File: src/rtl/dmem_fifo_ctl_8x16_pkg.sv
// Shared sizing and types for the 8x16 distributed-memory FIFO controller.
//   DMEM_DEPTH  words held in the storage array
//   DMEM_AW     storage address width
//   DMEM_DW     word width
//   DMEM_LVL_W  width of the level / high-water outputs (0..9)
//   PTR_W       pointer width: address plus one wrap bit
package dmem_fifo_ctl_8x16_pkg;

    localparam int DMEM_DEPTH = 8;
    localparam int DMEM_AW    = 3;
    localparam int DMEM_DW    = 16;
    localparam int DMEM_LVL_W = 4;
    localparam int PTR_W      = DMEM_AW + 1;

    typedef logic [DMEM_DW-1:0]    word_t;
    typedef logic [PTR_W-1:0]      ptr_t;
    typedef logic [DMEM_LVL_W-1:0] lvl_t;

    // Ring occupancy; the wrap bit makes 8 distinguishable from 0.
    function automatic lvl_t ring_cnt(input ptr_t wr, input ptr_t rd);
        return lvl_t'(wr - rd);
    endfunction

endpackage

File: src/rtl/dmem_fifo_ctl_8x16_if.sv
// Producer/consumer bundle for dmem_fifo_ctl_8x16.
//   slave  : the FIFO controller (takes i_*, drives o_*)
//   master : the environment (producer, consumer and stats observer)
interface dmem_fifo_ctl_8x16_if;
    import dmem_fifo_ctl_8x16_pkg::*;

    word_t       i_wr_data;
    logic        i_wr_valid;
    logic        o_wr_ready;
    word_t       o_rd_data;
    logic        o_rd_valid;
    logic        i_rd_ready;
    lvl_t        o_level;
    logic        o_almost_full;
    logic        i_stats_clr;
    lvl_t        o_hwm;
    logic [15:0] o_stall_cnt;

    modport slave (
        input  i_wr_data, i_wr_valid, i_rd_ready, i_stats_clr,
        output o_wr_ready, o_rd_data, o_rd_valid, o_level, o_almost_full,
               o_hwm, o_stall_cnt
    );

    modport master (
        output i_wr_data, i_wr_valid, i_rd_ready, i_stats_clr,
        input  o_wr_ready, o_rd_data, o_rd_valid, o_level, o_almost_full,
               o_hwm, o_stall_cnt
    );

endinterface

File: src/rtl/dmem_fifo_ctl_8x16_mem.sv
// xil_dmem_tp_8x16: 8x16 two-port distributed RAM, synchronous write,
// asynchronous read. No reset: contents are undefined until written.
//   clk_wr     write clock
//   i_wr_en    write strobe
//   i_wr_adr   write address
//   i_wr_data  write word
//   i_rd_adr   read address
//   o_rd_data  combinational read word
module xil_dmem_tp_8x16
    import dmem_fifo_ctl_8x16_pkg::*;
(
    input  logic               clk_wr,
    input  logic               i_wr_en,
    input  logic [DMEM_AW-1:0] i_wr_adr,
    input  word_t              i_wr_data,
    input  logic [DMEM_AW-1:0] i_rd_adr,
    output word_t              o_rd_data
);

    word_t mem [DMEM_DEPTH];

    always_ff @(posedge clk_wr) begin
        if (i_wr_en) mem[i_wr_adr] <= i_wr_data;
    end

    assign o_rd_data = mem[i_rd_adr];

endmodule

File: src/rtl/dmem_fifo_ctl_8x16.sv
// dmem_fifo_ctl_8x16: single-clock ring-buffer FIFO around one 8x16 distributed
// RAM with a registered output stage (holds a 9th word, hides the async read).
//   clk, rst_n   clock, asynchronous active-low reset
//   bus (slave)  write valid/ready, read valid/ready, level, almost-full, stats
// Parameter AFULL_THR: o_almost_full when o_level >= AFULL_THR (1..9).
// Optional macro DMEM_FIFO_STATS_EN adds the high-water mark and producer-stall
// counter; without it those outputs are tied to zero and i_stats_clr is unused.
module dmem_fifo_ctl_8x16
    import dmem_fifo_ctl_8x16_pkg::*;
#(
    parameter int AFULL_THR = 6
) (
    input  logic                   clk,
    input  logic                   rst_n,
    dmem_fifo_ctl_8x16_if.slave    bus
);

    localparam lvl_t AFULL_L = lvl_t'(AFULL_THR);

    ptr_t  wr_ptr, rd_ptr;
    logic  wr_ready_q, rd_valid_q, afull_q;
    word_t rd_data_q, mem_rd;
    lvl_t  level_q;

    logic  push, pop, load, rd_valid_nxt;
    ptr_t  wr_ptr_nxt, rd_ptr_nxt;
    lvl_t  mem_cnt, mem_cnt_nxt, level_nxt;

    assign push    = bus.i_wr_valid & wr_ready_q;
    assign pop     = rd_valid_q & bus.i_rd_ready;
    assign mem_cnt = ring_cnt(wr_ptr, rd_ptr);
    // Load only from words present at the start of the cycle, so a word is
    // never read from the address being written in the same cycle.
    assign load    = (mem_cnt != '0) & (~rd_valid_q | pop);

    assign wr_ptr_nxt   = wr_ptr + ptr_t'(push);
    assign rd_ptr_nxt   = rd_ptr + ptr_t'(load);
    assign mem_cnt_nxt  = ring_cnt(wr_ptr_nxt, rd_ptr_nxt);
    assign rd_valid_nxt = load | (rd_valid_q & ~pop);
    assign level_nxt    = mem_cnt_nxt + lvl_t'(rd_valid_nxt);

    xil_dmem_tp_8x16 u_mem (
        .clk_wr    (clk),
        .i_wr_en   (push),
        .i_wr_adr  (wr_ptr[DMEM_AW-1:0]),
        .i_wr_data (bus.i_wr_data),
        .i_rd_adr  (rd_ptr[DMEM_AW-1:0]),
        .o_rd_data (mem_rd)
    );

    always_ff @(posedge clk or negedge rst_n) begin
        if (!rst_n) begin
            wr_ptr     <= '0;
            rd_ptr     <= '0;
            wr_ready_q <= 1'b1;
            rd_valid_q <= 1'b0;
            rd_data_q  <= '0;
            level_q    <= '0;
            afull_q    <= 1'b0;
        end else begin
            wr_ptr     <= wr_ptr_nxt;
            rd_ptr     <= rd_ptr_nxt;
            wr_ready_q <= (mem_cnt_nxt != lvl_t'(DMEM_DEPTH));
            rd_valid_q <= rd_valid_nxt;
            if (load) rd_data_q <= mem_rd;
            level_q    <= level_nxt;
            afull_q    <= (level_nxt >= AFULL_L);
        end
    end

    assign bus.o_wr_ready    = wr_ready_q;
    assign bus.o_rd_valid    = rd_valid_q;
    assign bus.o_rd_data     = rd_data_q;
    assign bus.o_level       = level_q;
    assign bus.o_almost_full = afull_q;

`ifdef DMEM_FIFO_STATS_EN
    lvl_t        hwm_q;
    logic [15:0] stall_q;

    // Clear has priority over the same-cycle update.
    always_ff @(posedge clk or negedge rst_n) begin
        if (!rst_n) begin
            hwm_q   <= '0;
            stall_q <= '0;
        end else if (bus.i_stats_clr) begin
            hwm_q   <= '0;
            stall_q <= '0;
        end else begin
            if (level_q > hwm_q) hwm_q <= level_q;
            if (bus.i_wr_valid & ~wr_ready_q & (stall_q != 16'hFFFF))
                stall_q <= stall_q + 16'd1;
        end
    end

    assign bus.o_hwm       = hwm_q;
    assign bus.o_stall_cnt = stall_q;
`else
    assign bus.o_hwm       = '0;
    assign bus.o_stall_cnt = '0;
`endif

endmodule
File: src/flat_wrapper.sv
// flat-port wrapper written by rule: the top's interface ports become plain ports
module dmem_fifo_ctl_8x16_flat import dmem_fifo_ctl_8x16_pkg::*;
#(
    parameter int AFULL_THR = 6
)
  (clk, rst_n, bus_i_wr_data, bus_i_wr_valid, bus_i_rd_ready, bus_i_stats_clr, bus_o_wr_ready, bus_o_rd_data, bus_o_rd_valid, bus_o_level, bus_o_almost_full, bus_o_hwm, bus_o_stall_cnt);
  dmem_fifo_ctl_8x16_if bus_i ();
  input  logic clk;
  input  logic rst_n;
  input wire logic [$bits(bus_i.i_wr_data)-1:0] bus_i_wr_data;
  input wire logic [$bits(bus_i.i_wr_valid)-1:0] bus_i_wr_valid;
  input wire logic [$bits(bus_i.i_rd_ready)-1:0] bus_i_rd_ready;
  input wire logic [$bits(bus_i.i_stats_clr)-1:0] bus_i_stats_clr;
  output wire logic [$bits(bus_i.o_wr_ready)-1:0] bus_o_wr_ready;
  output wire logic [$bits(bus_i.o_rd_data)-1:0] bus_o_rd_data;
  output wire logic [$bits(bus_i.o_rd_valid)-1:0] bus_o_rd_valid;
  output wire logic [$bits(bus_i.o_level)-1:0] bus_o_level;
  output wire logic [$bits(bus_i.o_almost_full)-1:0] bus_o_almost_full;
  output wire logic [$bits(bus_i.o_hwm)-1:0] bus_o_hwm;
  output wire logic [$bits(bus_i.o_stall_cnt)-1:0] bus_o_stall_cnt;
  assign bus_i.i_wr_data = bus_i_wr_data;
  assign bus_i.i_wr_valid = bus_i_wr_valid;
  assign bus_i.i_rd_ready = bus_i_rd_ready;
  assign bus_i.i_stats_clr = bus_i_stats_clr;
  assign bus_o_wr_ready = bus_i.o_wr_ready;
  assign bus_o_rd_data = bus_i.o_rd_data;
  assign bus_o_rd_valid = bus_i.o_rd_valid;
  assign bus_o_level = bus_i.o_level;
  assign bus_o_almost_full = bus_i.o_almost_full;
  assign bus_o_hwm = bus_i.o_hwm;
  assign bus_o_stall_cnt = bus_i.o_stall_cnt;
  dmem_fifo_ctl_8x16 #(.AFULL_THR(AFULL_THR)) u_core (.clk(clk), .rst_n(rst_n), .bus(bus_i));
endmodule
File: config.mk
export PLATFORM = sky130hd
export DESIGN_NAME = dmem_fifo_ctl_8x16_flat
export DESIGN_NICKNAME = d
export VERILOG_FILES = /design/src/rtl/dmem_fifo_ctl_8x16_pkg.sv /design/src/rtl/dmem_fifo_ctl_8x16_if.sv /design/src/rtl/dmem_fifo_ctl_8x16_mem.sv /design/src/rtl/dmem_fifo_ctl_8x16.sv /design/src/flat_wrapper.sv
export SDC_FILE = /design/constraint.sdc
export NUM_CORES = 1
export LEC_CHECK = 0
export BUFFER_PORTS_ARGS = -buffer_cell sky130_fd_sc_hd__buf_2
export CAP_MARGIN = 30
export CORE_MARGIN = 5
export CORE_UTILIZATION = 45
export CTS_BUF_LIST = sky130_fd_sc_hd__clkbuf_4 sky130_fd_sc_hd__clkbuf_8 sky130_fd_sc_hd__clkbuf_16
export CTS_CLUSTER_DIAMETER = 120
export DETAILED_ROUTE_END_ITERATION = 8
export PLACE_DENSITY = 0.64
export SLEW_MARGIN = 5
export SYNTH_ARGS = -nofsm -noshare
export SYNTH_HDL_FRONTEND = slang
export SYNTH_SLANG_ARGS = --single-unit
File: constraint.sdc
create_clock -name clk -period 5.2 [get_ports clk]
set_input_delay 1.56 -clock clk [delete_from_list [all_inputs] [get_ports clk]]
set_output_delay 1.56 -clock clk [all_outputs]
set_load 0.05 [all_outputs]
# [Word level (Yosys, flattened, before mapping)]
# Memory sizes are Yosys's and may differ from the RTL's. A register that Yosys moved wholly into a read port is not among the register bits.
# Index checks and enable logic that the tools add are counted.
[totals] regBits=15 ramBits=128 in_bits=21 out_inout_bits=43 elab_cells=26 memories=1
[memory_table] name="u_core.u_mem.mem" depth=8 width=16 read_ports=1 rd_clocked_by_memory_dff=1 wr=1 line_no="dmem_fifo_ctl_8x16_mem.sv:20" text="word_t mem [DMEM_DEPTH];"
[op_classes] addsub=5 order_cmp=1 n_eq_ne=1 n_mux=2 bitwise_logic=8 n_reduce_logical=2
[op_table] op="adder 4 x 1 -> 4 bit" count=3
[op_table] op="subtractor 4 bit" count=2
[op_table] op="AND 1 bit" count=4
[op_table] op="greater-or-equal comparator 4 x 3 -> 1 bit (second input constant)" count=1
[op_table] op="!= test 4 bit (second input constant)" count=1
[op_table] op="nonzero test 4 bit" count=1
[op_table] op="2-to-1 mux 1 bit" count=2
[op_table] op="inverter 1 bit" count=2
[op_table] op="OR 1 bit" count=2
[op_table] op="zero test 1 bit" count=1

# [Longest topological paths before layout]
[depth] word_depth=7 depth_mapped=21 ltp_nobuf=18

# [Modules after synthesis]
# Synthesis repeated with hierarchy kept, for this count alone.
[hier_totals] cells_unflattened=320 hier_area_um2=6576.3
[modules_own_cells] mod="xil_dmem_tp_8x16" instances=1 cells_per_inst=198 area_each_um2=4973.5 seq_area_each_um2=3843.7
[modules_own_cells] mod="dmem_fifo_ctl_8x16" instances=1 cells_per_inst=122 area_each_um2=1602.8 seq_area_each_um2=777.0

# [Worst setup path after synthesis]
# OpenSTA, ideal clock, no wires.
[synth_path] kind="register to register" from="register u_core.rd_ptr[1]" to="register u_core.afull_q (netlist: u_core.bus.o_almost_full)" setup_time_ns=0.118 arrival_time_ns=3.736 required_ns=5.082 setup_slack_ns=1.346 path_stages_with_launch=22 path_buffers=3 period_less_slack_ns=3.854 cell_sequence="dfrtp_1 buf_4 clkinv_1 clkbuf_1 ha_1 nor2b_1 o21ai_1 and3_1 o2111ai_1 nand2_1 buf_4 inv_2 ha_1 xnor2_1 inv_1 xnor2_1 ha_1 a21oi_1 xnor2_1 nand3_1 xnor2_1 a21o_1"
[synth_via] elab_chain_cells=7 elab_cells_between_ends=8 cone_classes="4 x add/sub; 1 x order compare; 2 x bitwise; 1 x reduce/logical"
[synth_rtl] element="start, declared" line_no="dmem_fifo_ctl_8x16.sv:20" text="ptr_t wr_ptr, rd_ptr;"
[synth_rtl] element="start signal, assigned" line_no="dmem_fifo_ctl_8x16.sv:62" text="rd_ptr <= rd_ptr_nxt;"
[synth_rtl] element="subtractor 4 bit" line_no="dmem_fifo_ctl_8x16_pkg.sv:21" text="return lvl_t'(wr - rd);"
[synth_rtl] element="nonzero test 4 bit" line_no="dmem_fifo_ctl_8x16.sv:34" text="assign load = (mem_cnt != '0) & (~rd_valid_q | pop);"
[synth_rtl] element="AND 1 bit" line_no="dmem_fifo_ctl_8x16.sv:34"
[synth_rtl] element="via u_core.load" line_no="dmem_fifo_ctl_8x16.sv:25" text="logic push, pop, load, rd_valid_nxt;"
[synth_rtl] element="adder 4 x 1 -> 4 bit" line_no="dmem_fifo_ctl_8x16.sv:37" text="assign rd_ptr_nxt = rd_ptr + ptr_t'(load);"
[synth_rtl] element="via u_core.rd_ptr_nxt[1]" line_no="dmem_fifo_ctl_8x16.sv:26" text="ptr_t wr_ptr_nxt, rd_ptr_nxt;"
[synth_rtl] element="subtractor 4 bit" line_no="dmem_fifo_ctl_8x16_pkg.sv:21"
[synth_rtl] element="adder 4 x 1 -> 4 bit" line_no="dmem_fifo_ctl_8x16.sv:40" text="assign level_nxt = mem_cnt_nxt + lvl_t'(rd_valid_nxt);"
[synth_rtl] element="via u_core.level_nxt[3]" line_no="dmem_fifo_ctl_8x16.sv:27" text="lvl_t mem_cnt, mem_cnt_nxt, level_nxt;"
[synth_rtl] element="greater-or-equal comparator 4 x 3 -> 1 bit" line_no="dmem_fifo_ctl_8x16.sv:67" text="afull_q <= (level_nxt >= AFULL_L);"
[synth_rtl] element="end signal, assigned" line_no="dmem_fifo_ctl_8x16.sv:67"
[synth_rtl] element="end, declared" line_no="dmem_fifo_ctl_8x16.sv:21" text="logic wr_ready_q, rd_valid_q, afull_q;"
# The timed path passes the listed nets, and every way through them passes these cells.

# [Worst setup path in the final report]
[layout_path] from="register u_core.rd_ptr[2]" to="register u_core.afull_q (netlist: u_core.bus.o_almost_full)"
# The elaborated chain is that of the path after synthesis.

==> reports/results.ini <==
[layout]
syn_to_final_growth_pct=16.2
n_antenna_cell=0
final_cell_area_sq_um=7450
drive_gt1_share_pct=31.5
nets=448
layout_common_cells=128 x edfxtp_1, 53 x nand2_1, 42 x buf_2
layout_commonest_cell=edfxtp_1

[synthesis]
synth_cell_types=34
synthCells=354
yosys_warnings=0
seq_area_frac_synth_pct=72.0
synth_edf_count=128
syn-mean-instance-area_sq_um=18.1
yosys_most_used_dff=edfxtp_1
synth-seq-cells=159
async_flop_share_pct=19.5
synth_area_sq_um=6410

[critical_path]
cp_max_fo=34
reg2regPathDepth=18
worstSetupPathType=reg2reg
crit_arrival_ns=3.94
critPathLaunchType=flip-flop
end_kind=flip-flop
worstPathRequired_ns=5.51

[global_route]
grt_pass1_wl_um=18400
grtUsageTotal_pct=15.2
grt_pass1_vias=3234
antenna_found_initial=1
grt_max_degree=35
grt-ovfl-total=0

[detailed_routing]
drt_iter0_markers=137
wire_per_inst_um=19.1
wirelength_um=11600
detail-route-antenna-nets=0
vias_per_cell=5.10
firstDrtPassIters=4
drc_errors=0
vias=3100

[sta]
rsz0062_at_grt=no
holdWs_ns=0.484
setup_slack_ns=1.56
finalSetupViolCount=0
tightest_slew_ns=0.760
fin_skew_ns=0.00560
tns_ns=0
finalCritPeriodShare_pct=69.9
relSlewSlack_pct=49.3
period_minus_slack_ns=3.64
hold_viol=0
drv_slew=0
fmax_ghz=0.275

[clock_tree]
postCtsResizedCells=0
insertion_delay_ns=0.42
htree_levels=4
cts-root-buf=clkbuf_16
post_cts_buffers=0
cts_tree=yes
cts-buffers-inserted=17
clockBufferDepth=2
ctsHoldBuffers=0
clock_sinks=159
path_clk_slew_ns=0.06

[pwr]
leakage_nw=2.81
p_per_area_nw_per_um2=682
max-vdd-ir-drop_mv=0.257

[hold_path]
holdPathStages=1
hp-class=reg2reg

[die]
fp.dieW_um=129
die-area_sq_um=16700
chipHeight_um=129
core_sq_um=13900
ioPinCount=64
fp-row-count=43
initial_core_util_pct=46.0

[placed_design]
dpl_cell_area_sq_um=6820
portBuffers=42
place_congestion=0.772
pre_cts_slack_ns=1.44
dp_hpwl_um=6860

[job]
max_cap_viol_count=0

[run_status]
status=finished clean

power breakdown:
part,internal (mW),switching (mW)
Combinational,0.798,1.20
Sequential,1.67,0.0978
Clock,0.858,0.457
through the flow:
step / util (%) / power, mW / instances
after detailed placement: 49.0 / 3.83 / 576
after global routing: 53.5 / 5.40 / 608
final: 53.5 / 5.08 / 608
after CTS: 53.5 / 5.15 / 608
after global placement: 49.0 / 3.78 / 576
after floorplan: - / 3.35 / 373
cell usage after synthesis, types with 2 or more instances:
cell      number  share of area, %
dfrtp_1       30                12
clkbuf_1       5              0.29
nand2b_1       5              0.49
nand3_1        3              0.23
buf_4         22               2.6
nor2_1         6              0.35
edfxtp_1     128                60
buf_2          4              0.31
xnor2_1        6              0.82
inv_2          2              0.12
xor2_1         3              0.41
mux2_1         9               1.6
inv_1          7              0.41
ha_1          12               2.3
mux2_2         7               1.2
mux4_2        32                11
nor3_1         2              0.16
a21oi_1        2              0.16
xnor2_2        2              0.51
nand2_1       53               3.1
metal layers:
layer	global-route usage (%)	vias to the layer above	routed length, um
li1	-	1412	-
met1	20.6	1596	5220
met4	6.11	2	221
met2	23.7	70	5640
met5	0	-	11
met3	4.04	20	530
kinds of logic after synthesis:
family / share of synthesized area, %
other: 0.0585
flip-flops: 72.0
AO/OA/AOI/OAI: 0.624
multiplexers: 14.0
XOR/XNOR: 2.11
adder cells (fa/ha/maj): 2.52
buffers and inverters: 3.82
AND/OR/NAND/NOR: 4.78
flip-flops by register name (all words and copies together), names as in the netlist:
register	flops
u_core.rd_ptr	4
u_core.wr_ptr	4
u_core.bus.o_wr_ready	1
u_core.u_mem.mem	128
u_core.bus.o_almost_full	1
u_core.bus.o_level	4
u_core.bus.o_rd_data	16
u_core.bus.o_rd_valid	1
final timing paths:
kind / startpoint / end / slack, ns
min in group asynchronous: rst_n / u_core.bus.o_level[3] / 1.22
worst min-delay path: u_core.bus.o_rd_data[14] / u_core.bus.o_rd_data[14] / 0.48
worst max register to register: u_core.rd_ptr[2] / u_core.bus.o_almost_full / 1.56
worst max-delay path: u_core.rd_ptr[2] / u_core.bus.o_almost_full / 1.56
worst min register to register: u_core.bus.o_rd_data[14] / u_core.bus.o_rd_data[14] / 0.48
max in group asynchronous: rst_n / u_core.rd_ptr[0] / 3.46
critical path, cell delays in order (launching register included):
cell and delay (ns):
dfrtp_1 0.32, buf_4 0.43, inv_1 0.15, ha_1 0.33
o21ai_1 0.10, and3_1 0.18, o2111ai_1 0.16, nand2_1 0.15
inv_2 0.05, ha_1 0.20, xnor2_1 0.26, inv_1 0.11
xnor2_1 0.14, ha_1 0.19, a21oi_1 0.15, xnor2_1 0.19
nand3_1 0.13, xnor2_1 0.15, a21o_1 0.15
area by class of cell:
| type | count | area [sq um] |
|---|---|---|
| clock buffer | 25 | 498 |
| clock inverter | 7 | 134 |
| fill | 1107 | 6480 |
| inverter | 10 | 37.5 |
| multi-input combinational | 172 | 1630 |
| sequential | 159 | 4620 |
| tap | 180 | 225 |
| timing repair buffer | 55 | 308 |
Power figures use the tool's default switching activity.
